$ cat config.mk
export PLATFORM = sky130hd
export DESIGN_NAME = branch_tag_ctrl_flat
export DESIGN_NICKNAME = d
export VERILOG_FILES = /design/src/rtl/branch_tag_ctrl_if.sv /design/src/rtl/branch_tag_ctrl.sv /design/src/flat_wrapper.sv
export SDC_FILE = /design/constraint.sdc
export NUM_CORES = 1
export LEC_CHECK = 0
export CAP_MARGIN = 20
export CORE_MARGIN = 2
export CORE_UTILIZATION = 40
export CTS_BUF_LIST = sky130_fd_sc_hd__clkbuf_8
export DETAILED_ROUTE_END_ITERATION = 7
export PLACE_DENSITY = 0.69
export SLEW_MARGIN = 25
export SYNTH_ARGS = -nofsm -noshare
export SYNTH_HDL_FRONTEND = slang
export SYNTH_SLANG_ARGS = --single-unit
$ cat constraint.sdc
create_clock -name clk -period 2.7 [get_ports clk]
set_input_delay 0.27 -clock clk [delete_from_list [all_inputs] [get_ports clk]]
set_output_delay 0.27 -clock clk [all_outputs]
set_load 0.05 [all_outputs]
$ cat src/rtl/branch_tag_ctrl_if.sv
// ---------------------------------------------------------------------------
// branch_tag_ctrl_if
//
// Purpose : bundles the rename-stage / resolve / alias-table signals of the
//           branch tag controller into one interface.
//
// Handshake: alloc_req is a request held by rename; alloc_ready is the
//            same-cycle acceptance. A branch is allocated exactly in a cycle
//            where alloc_req && alloc_ready, and alloc_tag is its tag.
//            resolve_valid has no back-pressure: every resolve_valid cycle
//            is consumed (or ignored when the tag is out of range).
//            branch_shootdown and fold_valid are one-way strobes to the
//            alias table, one action per cycle they are high.
//
// Signals (master = rename/resolve side, slave = controller):
//   alloc_req            m->s  predicted branch wants a tag
//   alloc_ready          s->m  allocation accepted this cycle
//   alloc_tag            s->m  tag of the accepted branch (depth+1)
//   cur_tag              s->m  tag rename uses for map/get (depth)
//   resolve_valid        m->s  a branch resolved this cycle
//   resolve_tag          m->s  tag of the resolving branch
//   resolve_mispredict   m->s  resolving branch was mispredicted
//   branch_shootdown     s->m  one-cycle invalidate pulse
//   shootdown_branch_tag s->m  snapshots with tag >= this are invalid
//   fold_valid           s->m  copy snapshot[fold_src_tag][fold_arch]
//   fold_arch            s->m  architectural index being folded
//   fold_src_tag         s->m  snapshot being folded
//   rename_stall         s->m  rename must not map/get/allocate
//   dbg_fold_state       s->m  FSM state (1 = FOLD), for observation only
// ---------------------------------------------------------------------------
interface branch_tag_ctrl_if #(
    parameter int MAX_PREDICT_DEPTH      = 4,
    parameter int MAX_PREDICT_DEPTH_BITS = 3,
    parameter int NUM_AREGS              = 32
);
    localparam int AW = $clog2(NUM_AREGS);

    logic                              alloc_req;
    logic                              alloc_ready;
    logic [MAX_PREDICT_DEPTH_BITS-1:0] alloc_tag;
    logic [MAX_PREDICT_DEPTH_BITS-1:0] cur_tag;
    logic                              resolve_valid;
    logic [MAX_PREDICT_DEPTH_BITS-1:0] resolve_tag;
    logic                              resolve_mispredict;
    logic                              branch_shootdown;
    logic [MAX_PREDICT_DEPTH_BITS-1:0] shootdown_branch_tag;
    logic                              fold_valid;
    logic [AW-1:0]                     fold_arch;
    logic [MAX_PREDICT_DEPTH_BITS-1:0] fold_src_tag;
    logic                              rename_stall;
    logic                              dbg_fold_state;

    modport master (
        output alloc_req, resolve_valid, resolve_tag, resolve_mispredict,
        input  alloc_ready, alloc_tag, cur_tag, branch_shootdown,
               shootdown_branch_tag, fold_valid, fold_arch, fold_src_tag,
               rename_stall, dbg_fold_state
    );

    modport slave (
        input  alloc_req, resolve_valid, resolve_tag, resolve_mispredict,
        output alloc_ready, alloc_tag, cur_tag, branch_shootdown,
               shootdown_branch_tag, fold_valid, fold_arch, fold_src_tag,
               rename_stall, dbg_fold_state
    );
endinterface

$ cat src/rtl/branch_tag_ctrl.sv
// ---------------------------------------------------------------------------
// branch_tag_ctrl
//
// Purpose : hands out nested branch tags, tracks which outstanding branches
//           resolved, shoots down snapshots on a mispredict, and folds the
//           deepest snapshot back into the main alias table once every
//           outstanding branch resolved correctly.
//
// Ports   : clk     - clock
//           reset   - synchronous active-high reset
//           io_bus  - branch_tag_ctrl_if.slave (see interface header)
// ---------------------------------------------------------------------------
module branch_tag_ctrl #(
    parameter int MAX_PREDICT_DEPTH      = 4,
    parameter int MAX_PREDICT_DEPTH_BITS = 3,
    parameter int NUM_AREGS              = 32
) (
    input logic               clk,
    input logic               reset,
    branch_tag_ctrl_if.slave  io_bus
);
    localparam int TB = MAX_PREDICT_DEPTH_BITS;
    localparam int AW = $clog2(NUM_AREGS);
    localparam logic [TB-1:0] MAX_TAG   = TB'(MAX_PREDICT_DEPTH);
    localparam logic [AW-1:0] LAST_ARCH = AW'(NUM_AREGS - 1);

    typedef enum logic {ST_RUN = 1'b0, ST_FOLD = 1'b1} state_t;

    state_t                       r_state,     w_state_nxt;
    logic [TB-1:0]                r_depth,     w_depth_nxt;
    // bit k holds the resolved flag of tag k+1
    logic [MAX_PREDICT_DEPTH-1:0] r_resolved,  w_resolved_nxt;
    logic [AW-1:0]                r_fold_cnt,  w_fold_cnt_nxt;
    logic [TB-1:0]                r_fold_src,  w_fold_src_nxt;
    logic                         r_shoot,     w_shoot_nxt;
    logic [TB-1:0]                r_shoot_tag, w_shoot_tag_nxt;

    logic w_in_range;
    logic w_misp;
    logic w_ok;
    logic w_alloc;
    logic w_all_resolved;

    always_ff @(posedge clk) begin
        if (reset) begin
            r_state     <= ST_RUN;
            r_depth     <= '0;
            r_resolved  <= '0;
            r_fold_cnt  <= '0;
            r_fold_src  <= '0;
            r_shoot     <= 1'b0;
            r_shoot_tag <= '0;
        end else begin
            r_state     <= w_state_nxt;
            r_depth     <= w_depth_nxt;
            r_resolved  <= w_resolved_nxt;
            r_fold_cnt  <= w_fold_cnt_nxt;
            r_fold_src  <= w_fold_src_nxt;
            r_shoot     <= w_shoot_nxt;
            r_shoot_tag <= w_shoot_tag_nxt;
        end
    end

    always_comb begin
        w_in_range = (io_bus.resolve_tag != '0) && (io_bus.resolve_tag <= r_depth);
        w_misp     = (r_state == ST_RUN) && io_bus.resolve_valid &&
                     io_bus.resolve_mispredict && w_in_range;
        w_ok       = (r_state == ST_RUN) && io_bus.resolve_valid &&
                     !io_bus.resolve_mispredict && w_in_range;
        // Any mispredict strobe refuses allocation, even an out-of-range one,
        // so rename never has to reason about tag validity.
        w_alloc    = io_bus.alloc_req && (r_state == ST_RUN) && (r_depth < MAX_TAG) &&
                     !(io_bus.resolve_valid && io_bus.resolve_mispredict);

        w_state_nxt     = r_state;
        w_depth_nxt     = r_depth;
        w_resolved_nxt  = r_resolved;
        w_fold_cnt_nxt  = r_fold_cnt;
        w_fold_src_nxt  = r_fold_src;
        w_shoot_nxt     = 1'b0;
        w_shoot_tag_nxt = '0;
        w_all_resolved  = 1'b1;

        case (r_state)
            ST_RUN: begin
                if (w_misp) begin
                    w_depth_nxt     = io_bus.resolve_tag - TB'(1);
                    w_shoot_nxt     = 1'b1;
                    w_shoot_tag_nxt = io_bus.resolve_tag;
                    for (int k = 0; k < MAX_PREDICT_DEPTH; k++) begin
                        if (TB'(k + 1) >= io_bus.resolve_tag) w_resolved_nxt[k] = 1'b0;
                    end
                end else begin
                    for (int k = 0; k < MAX_PREDICT_DEPTH; k++) begin
                        if (w_ok && (TB'(k + 1) == io_bus.resolve_tag)) w_resolved_nxt[k] = 1'b1;
                        if (w_alloc && (TB'(k + 1) == r_depth + TB'(1))) w_resolved_nxt[k] = 1'b0;
                    end
                    if (w_alloc) w_depth_nxt = r_depth + TB'(1);
                end

                // Fold check looks at the post-update depth and flags.
                for (int k = 0; k < MAX_PREDICT_DEPTH; k++) begin
                    if ((TB'(k + 1) <= w_depth_nxt) && !w_resolved_nxt[k]) w_all_resolved = 1'b0;
                end
                if (!w_alloc && (w_depth_nxt != '0) && w_all_resolved) begin
                    w_state_nxt    = ST_FOLD;
                    w_fold_src_nxt = w_depth_nxt;
                    w_fold_cnt_nxt = '0;
                end
            end

            ST_FOLD: begin
                if (r_fold_cnt == LAST_ARCH) begin
                    // Walk complete: main table is now authoritative, drop
                    // every snapshot and return to tag 0.
                    w_state_nxt     = ST_RUN;
                    w_depth_nxt     = '0;
                    w_resolved_nxt  = '0;
                    w_fold_cnt_nxt  = '0;
                    w_shoot_nxt     = 1'b1;
                    w_shoot_tag_nxt = TB'(1);
                end else begin
                    w_fold_cnt_nxt = r_fold_cnt + AW'(1);
                end
            end

            default: w_state_nxt = ST_RUN;
        endcase
    end

    assign io_bus.cur_tag              = r_depth;
    assign io_bus.alloc_tag            = r_depth + TB'(1);
    assign io_bus.alloc_ready          = w_alloc;
    assign io_bus.branch_shootdown     = r_shoot;
    assign io_bus.shootdown_branch_tag = r_shoot_tag;
    assign io_bus.fold_valid           = (r_state == ST_FOLD);
    assign io_bus.fold_arch            = r_fold_cnt;
    assign io_bus.fold_src_tag         = r_fold_src;
    assign io_bus.rename_stall         = (r_state == ST_FOLD);
    assign io_bus.dbg_fold_state       = (r_state == ST_FOLD);

endmodule

$ cat src/flat_wrapper.sv
// flat-port wrapper written by rule: the top's interface ports become plain ports
module branch_tag_ctrl_flat 
#(
    parameter int MAX_PREDICT_DEPTH      = 4,
    parameter int MAX_PREDICT_DEPTH_BITS = 3,
    parameter int NUM_AREGS              = 32
)
  (clk, reset, io_bus_alloc_req, io_bus_resolve_valid, io_bus_resolve_tag, io_bus_resolve_mispredict, io_bus_alloc_ready, io_bus_alloc_tag, io_bus_cur_tag, io_bus_branch_shootdown, io_bus_shootdown_branch_tag, io_bus_fold_valid, io_bus_fold_arch, io_bus_fold_src_tag, io_bus_rename_stall, io_bus_dbg_fold_state);
  branch_tag_ctrl_if #(.MAX_PREDICT_DEPTH(MAX_PREDICT_DEPTH), .MAX_PREDICT_DEPTH_BITS(MAX_PREDICT_DEPTH_BITS), .NUM_AREGS(NUM_AREGS)) io_bus_i ();
  input logic clk;
  input logic reset;
  input wire logic [$bits(io_bus_i.alloc_req)-1:0] io_bus_alloc_req;
  input wire logic [$bits(io_bus_i.resolve_valid)-1:0] io_bus_resolve_valid;
  input wire logic [$bits(io_bus_i.resolve_tag)-1:0] io_bus_resolve_tag;
  input wire logic [$bits(io_bus_i.resolve_mispredict)-1:0] io_bus_resolve_mispredict;
  output wire logic [$bits(io_bus_i.alloc_ready)-1:0] io_bus_alloc_ready;
  output wire logic [$bits(io_bus_i.alloc_tag)-1:0] io_bus_alloc_tag;
  output wire logic [$bits(io_bus_i.cur_tag)-1:0] io_bus_cur_tag;
  output wire logic [$bits(io_bus_i.branch_shootdown)-1:0] io_bus_branch_shootdown;
  output wire logic [$bits(io_bus_i.shootdown_branch_tag)-1:0] io_bus_shootdown_branch_tag;
  output wire logic [$bits(io_bus_i.fold_valid)-1:0] io_bus_fold_valid;
  output wire logic [$bits(io_bus_i.fold_arch)-1:0] io_bus_fold_arch;
  output wire logic [$bits(io_bus_i.fold_src_tag)-1:0] io_bus_fold_src_tag;
  output wire logic [$bits(io_bus_i.rename_stall)-1:0] io_bus_rename_stall;
  output wire logic [$bits(io_bus_i.dbg_fold_state)-1:0] io_bus_dbg_fold_state;
  assign io_bus_i.alloc_req = io_bus_alloc_req;
  assign io_bus_i.resolve_valid = io_bus_resolve_valid;
  assign io_bus_i.resolve_tag = io_bus_resolve_tag;
  assign io_bus_i.resolve_mispredict = io_bus_resolve_mispredict;
  assign io_bus_alloc_ready = io_bus_i.alloc_ready;
  assign io_bus_alloc_tag = io_bus_i.alloc_tag;
  assign io_bus_cur_tag = io_bus_i.cur_tag;
  assign io_bus_branch_shootdown = io_bus_i.branch_shootdown;
  assign io_bus_shootdown_branch_tag = io_bus_i.shootdown_branch_tag;
  assign io_bus_fold_valid = io_bus_i.fold_valid;
  assign io_bus_fold_arch = io_bus_i.fold_arch;
  assign io_bus_fold_src_tag = io_bus_i.fold_src_tag;
  assign io_bus_rename_stall = io_bus_i.rename_stall;
  assign io_bus_dbg_fold_state = io_bus_i.dbg_fold_state;
  branch_tag_ctrl #(.MAX_PREDICT_DEPTH(MAX_PREDICT_DEPTH), .MAX_PREDICT_DEPTH_BITS(MAX_PREDICT_DEPTH_BITS), .NUM_AREGS(NUM_AREGS)) u_core (.clk(clk), .reset(reset), .io_bus(io_bus_i));
endmodule
==> flow_summary.toml <==
[final_layout]
drive_above_1_share_pct = 33.3
fin_cells = 254
fin_area_sq_um = 2090
layout_common_cells = "buf_4, clkdlybuf4s50_1, dfxtp_1"
area_growth_pct = 60.2
fillCellCount = 237
n_antenna_cell = 0
final_nets = 233
final_common_cell = "buf_4"
finish.utilization_pct = 68.0

[sta]
fin_crit_sh_pct = 101
skew_ps = 4.29
post-route-min-period_ps = 2740
hold_violations = 0
hold-worst-slack_ps = 518
finalSetupViolCount = 3
setup-tns-final_ps = -44.1
fmax_mhz = 365
slew_viol_final = 0
relSlewSlack_pct = 66.0
worst_slew_pin_slew_ps = 509
fin_ws_ps = -36.7
rsz0062_at_grt = "true"

[power]
leakagePower_nw = 0.836
powerDensity_nw_per_um2 = 501
peakVddDrop_uv = 378
power.total_mw = 1.05

[yosys]
synth_seq_cells = 20
synth_ff_type = "dfxtp_1"
syn_nets = 174
syn_area_sq_um = 1310
yosysWarnings = 0
synth_edf_count = 0
yosysTopAreaCell = "dfxtp_1"
syn_inst = 152
ys_top_cells_by_area = "dfxtp_1, ha_1, nor2_1, inv_1, a21oi_1"
netlist.area_leader.share_pct = 30.6
syn_avg_cell_area_sq_um = 8.60
ys_async_sr_fraction_pct = 0
synth_cell_types = 45
ys_seq_area_share_pct = 30.6

[placement]
numPortBuffers = 29
placed_cells = 242
place_area_sq_um = 1840
finalWeightedCongestion = 0.861
hpwl_mm = 2.73
dp_slack_ps = -550

[global_routing]
grt_usage_pct = 22.0
grt_max_degree = 18
grt_pass1_wl_mm = 6.09
gr-total-overflow = 0
antenna_found_initial = 0
grt_pass1_vias = 1360

[die]
die_w_microns = 61.2
placementRows = 20
start_util_pct = 42.5
core_area_sq_um = 3080
io_pins = 30
die-area_sq_um = 3740
die_y_microns = 61.2

[critical_path]
cp-start-kind = "register"
crit_end = "u_core.io_bus.fold_src_tag[1]$_SDFFE_PP0P_"
cp_max_fo = 6
critPathKind = "reg2reg"
cp.required_ps = 2880
r2r-end = "u_core.io_bus.fold_src_tag[1]$_SDFFE_PP0P_"
slowest_delay_ps = 430
crit_slowest_cell = "or3_4"
crit_start = "u_core.io_bus.cur_tag[2]$_SDFFE_PP0P_"
path_cells = "clkinvlp_4, ha_4, nand3_4, o21ai_4, o21a_1, a311o_1, or2_1, o21ba_4, or3_4, o31ai_1"
cp.arrival_ps = 2910
reg2reg_slack_ps = -40
reg2reg_depth = 10
worstSetupEndpointType = "register"
rr_startpoint = "u_core.io_bus.cur_tag[2]$_SDFFE_PP0P_"

[drt]
via_count = 1375
first_pass_iters = 4
routed_via_density = 5.41
drt-initial-drc-count = 40
detail-route-antenna-nets = 0
finalWirelength_mm = 3.89
wl_per_cell_microns = 15.3
drc = 0

[clock_tree]
cts.path.max_buffers = 2
root_buffer = "clkbuf_8"
clk_latency_ps = 260
clock_sinks = 20
hold_buffers = 0
cts_made_buffers = 3
cts_tree = "built"
h-tree-depth = 1
path_clk_slew_ps = 70

[job]
drv_cap = 0

[outcome]
status = "finished with violations"
violations = "negative setup slack"

[hold_path]
min_path_type = "reg2reg"
==> cell usage after synthesis, types with 2 or more instances <==
cell type	instances
nor3_1	2
mux2i_1	3
inv_1	11
a311o_1	3
nor2b_1	2
nand3_1	5
a31oi_1	6
o21ai_0	6
dfxtp_1	20
a21oi_1	8
nand2_1	8
buf_4	2
and3_1	3
o311ai_0	4
clkbuf_1	2
buf_2	2
nor2_1	15
a211oi_1	3
o21a_1	3
o211ai_1	3
nand2b_1	2
o31ai_1	3
ha_1	14
==> timing repair <==
| item | in CTS | in global routing |
|---|---|---|
| buffers inserted | 4 | 4 |
| pin swaps | 7 | 8 |
| hold endpoints to repair | 0 | 0 |
| setup endpoints to repair | 9 | 9 |
| resized for setup | 14 | 17 |
==> how the worst min path moves through the flow <==
| stage | endpoint | depth (start not counted) | slack (ps) | from |
|---|---|---|---|---|
| 2_1_floorplan | u_core.io_bus.shootdown_branch_tag[2]$_SDFF_PP0_ | 2 | 440 | io_bus_resolve_tag[2] |
| 3_3_place_gp | u_core.io_bus.fold_arch[1]$_SDFFE_PP0P_ | 2 | 490 | u_core.io_bus.fold_arch[1]$_SDFFE_PP0P_ |
| 3_5_place_dp | u_core.io_bus.fold_src_tag[2]$_SDFFE_PP0P_ | 2 | 500 | u_core.io_bus.fold_src_tag[2]$_SDFFE_PP0P_ |
| 4_1_cts | u_core.io_bus.fold_src_tag[2]$_SDFFE_PP0P_ | 2 | 510 | u_core.io_bus.fold_src_tag[2]$_SDFFE_PP0P_ |
| 5_1_grt | u_core.io_bus.fold_arch[0]$_SDFFE_PP0P_ | 1 | 540 | u_core.io_bus.fold_arch[0]$_SDFFE_PP0P_ |
| 6_report | u_core.io_bus.fold_src_tag[0]$_SDFFE_PP0P_ | 2 | 520 | u_core.io_bus.fold_src_tag[0]$_SDFFE_PP0P_ |
==> area by class of cell <==
| cell class | count | area, sq um | share of cell area (%) |
|---|---|---|---|
| Timing Repair Buffer | 62 | 536 | 25.6 |
| Tap cell | 44 | 55.1 | 2.63 |
| Multi-Input combinational cell | 111 | 973 | 46.5 |
| Sequential cell | 20 | 413 | 19.7 |
| Clock buffer | 4 | 55.1 | 2.63 |
| Inverter | 13 | 62.6 | 2.99 |
==> layer usage <==
| layer | global-route usage (%) | routed length [microns] |
|---|---|---|
| met5 | 0 | 0 |
| met4 | 6.83 | 29 |
| met3 | 5.46 | 279 |
| met2 | 37.7 | 1930 |
| met1 | 27.2 | 1650 |
==> power by group <==
group | internal (mW) | switching [mW] | total [mW]
Clock | 0.130 | 0.0968 | 0.227
Combinational | 0.217 | 0.287 | 0.505
Sequential | 0.309 | 0.00991 | 0.319
==> flip-flops by register name (all words and copies together), names as in the netlist <==
register,cells
u_core.io_bus.fold_arch,5
u_core.r_resolved,4
u_core.io_bus.cur_tag,3
u_core.io_bus.fold_src_tag,3
u_core.io_bus.shootdown_branch_tag,3
u_core.io_bus.branch_shootdown,1
u_core.io_bus.dbg_fold_state,1
==> worst max-delay path: cells and delay by family (launching register included) <==
| family | cells | cell delay [ps] |
|---|---|---|
| buf+inv | 1 | 130 |
| flops | 1 | 360 |
| fa+ha+maj | 1 | 260 |
| simple gates | 3 | 790 |
| compound gates | 5 | 1100 |
==> kinds of logic after synthesis <==
kind of cell	share of synthesized area, %
buffers and inverters	7.37
AO/OA/AOI/OAI	26.5
multiplexers	3.16
XOR/XNOR	1.34
AND/OR/NAND/NOR	17.6
flip-flops	30.6
adder cells (fa/ha/maj)	13.4
(Power assumes the default switching activity.)
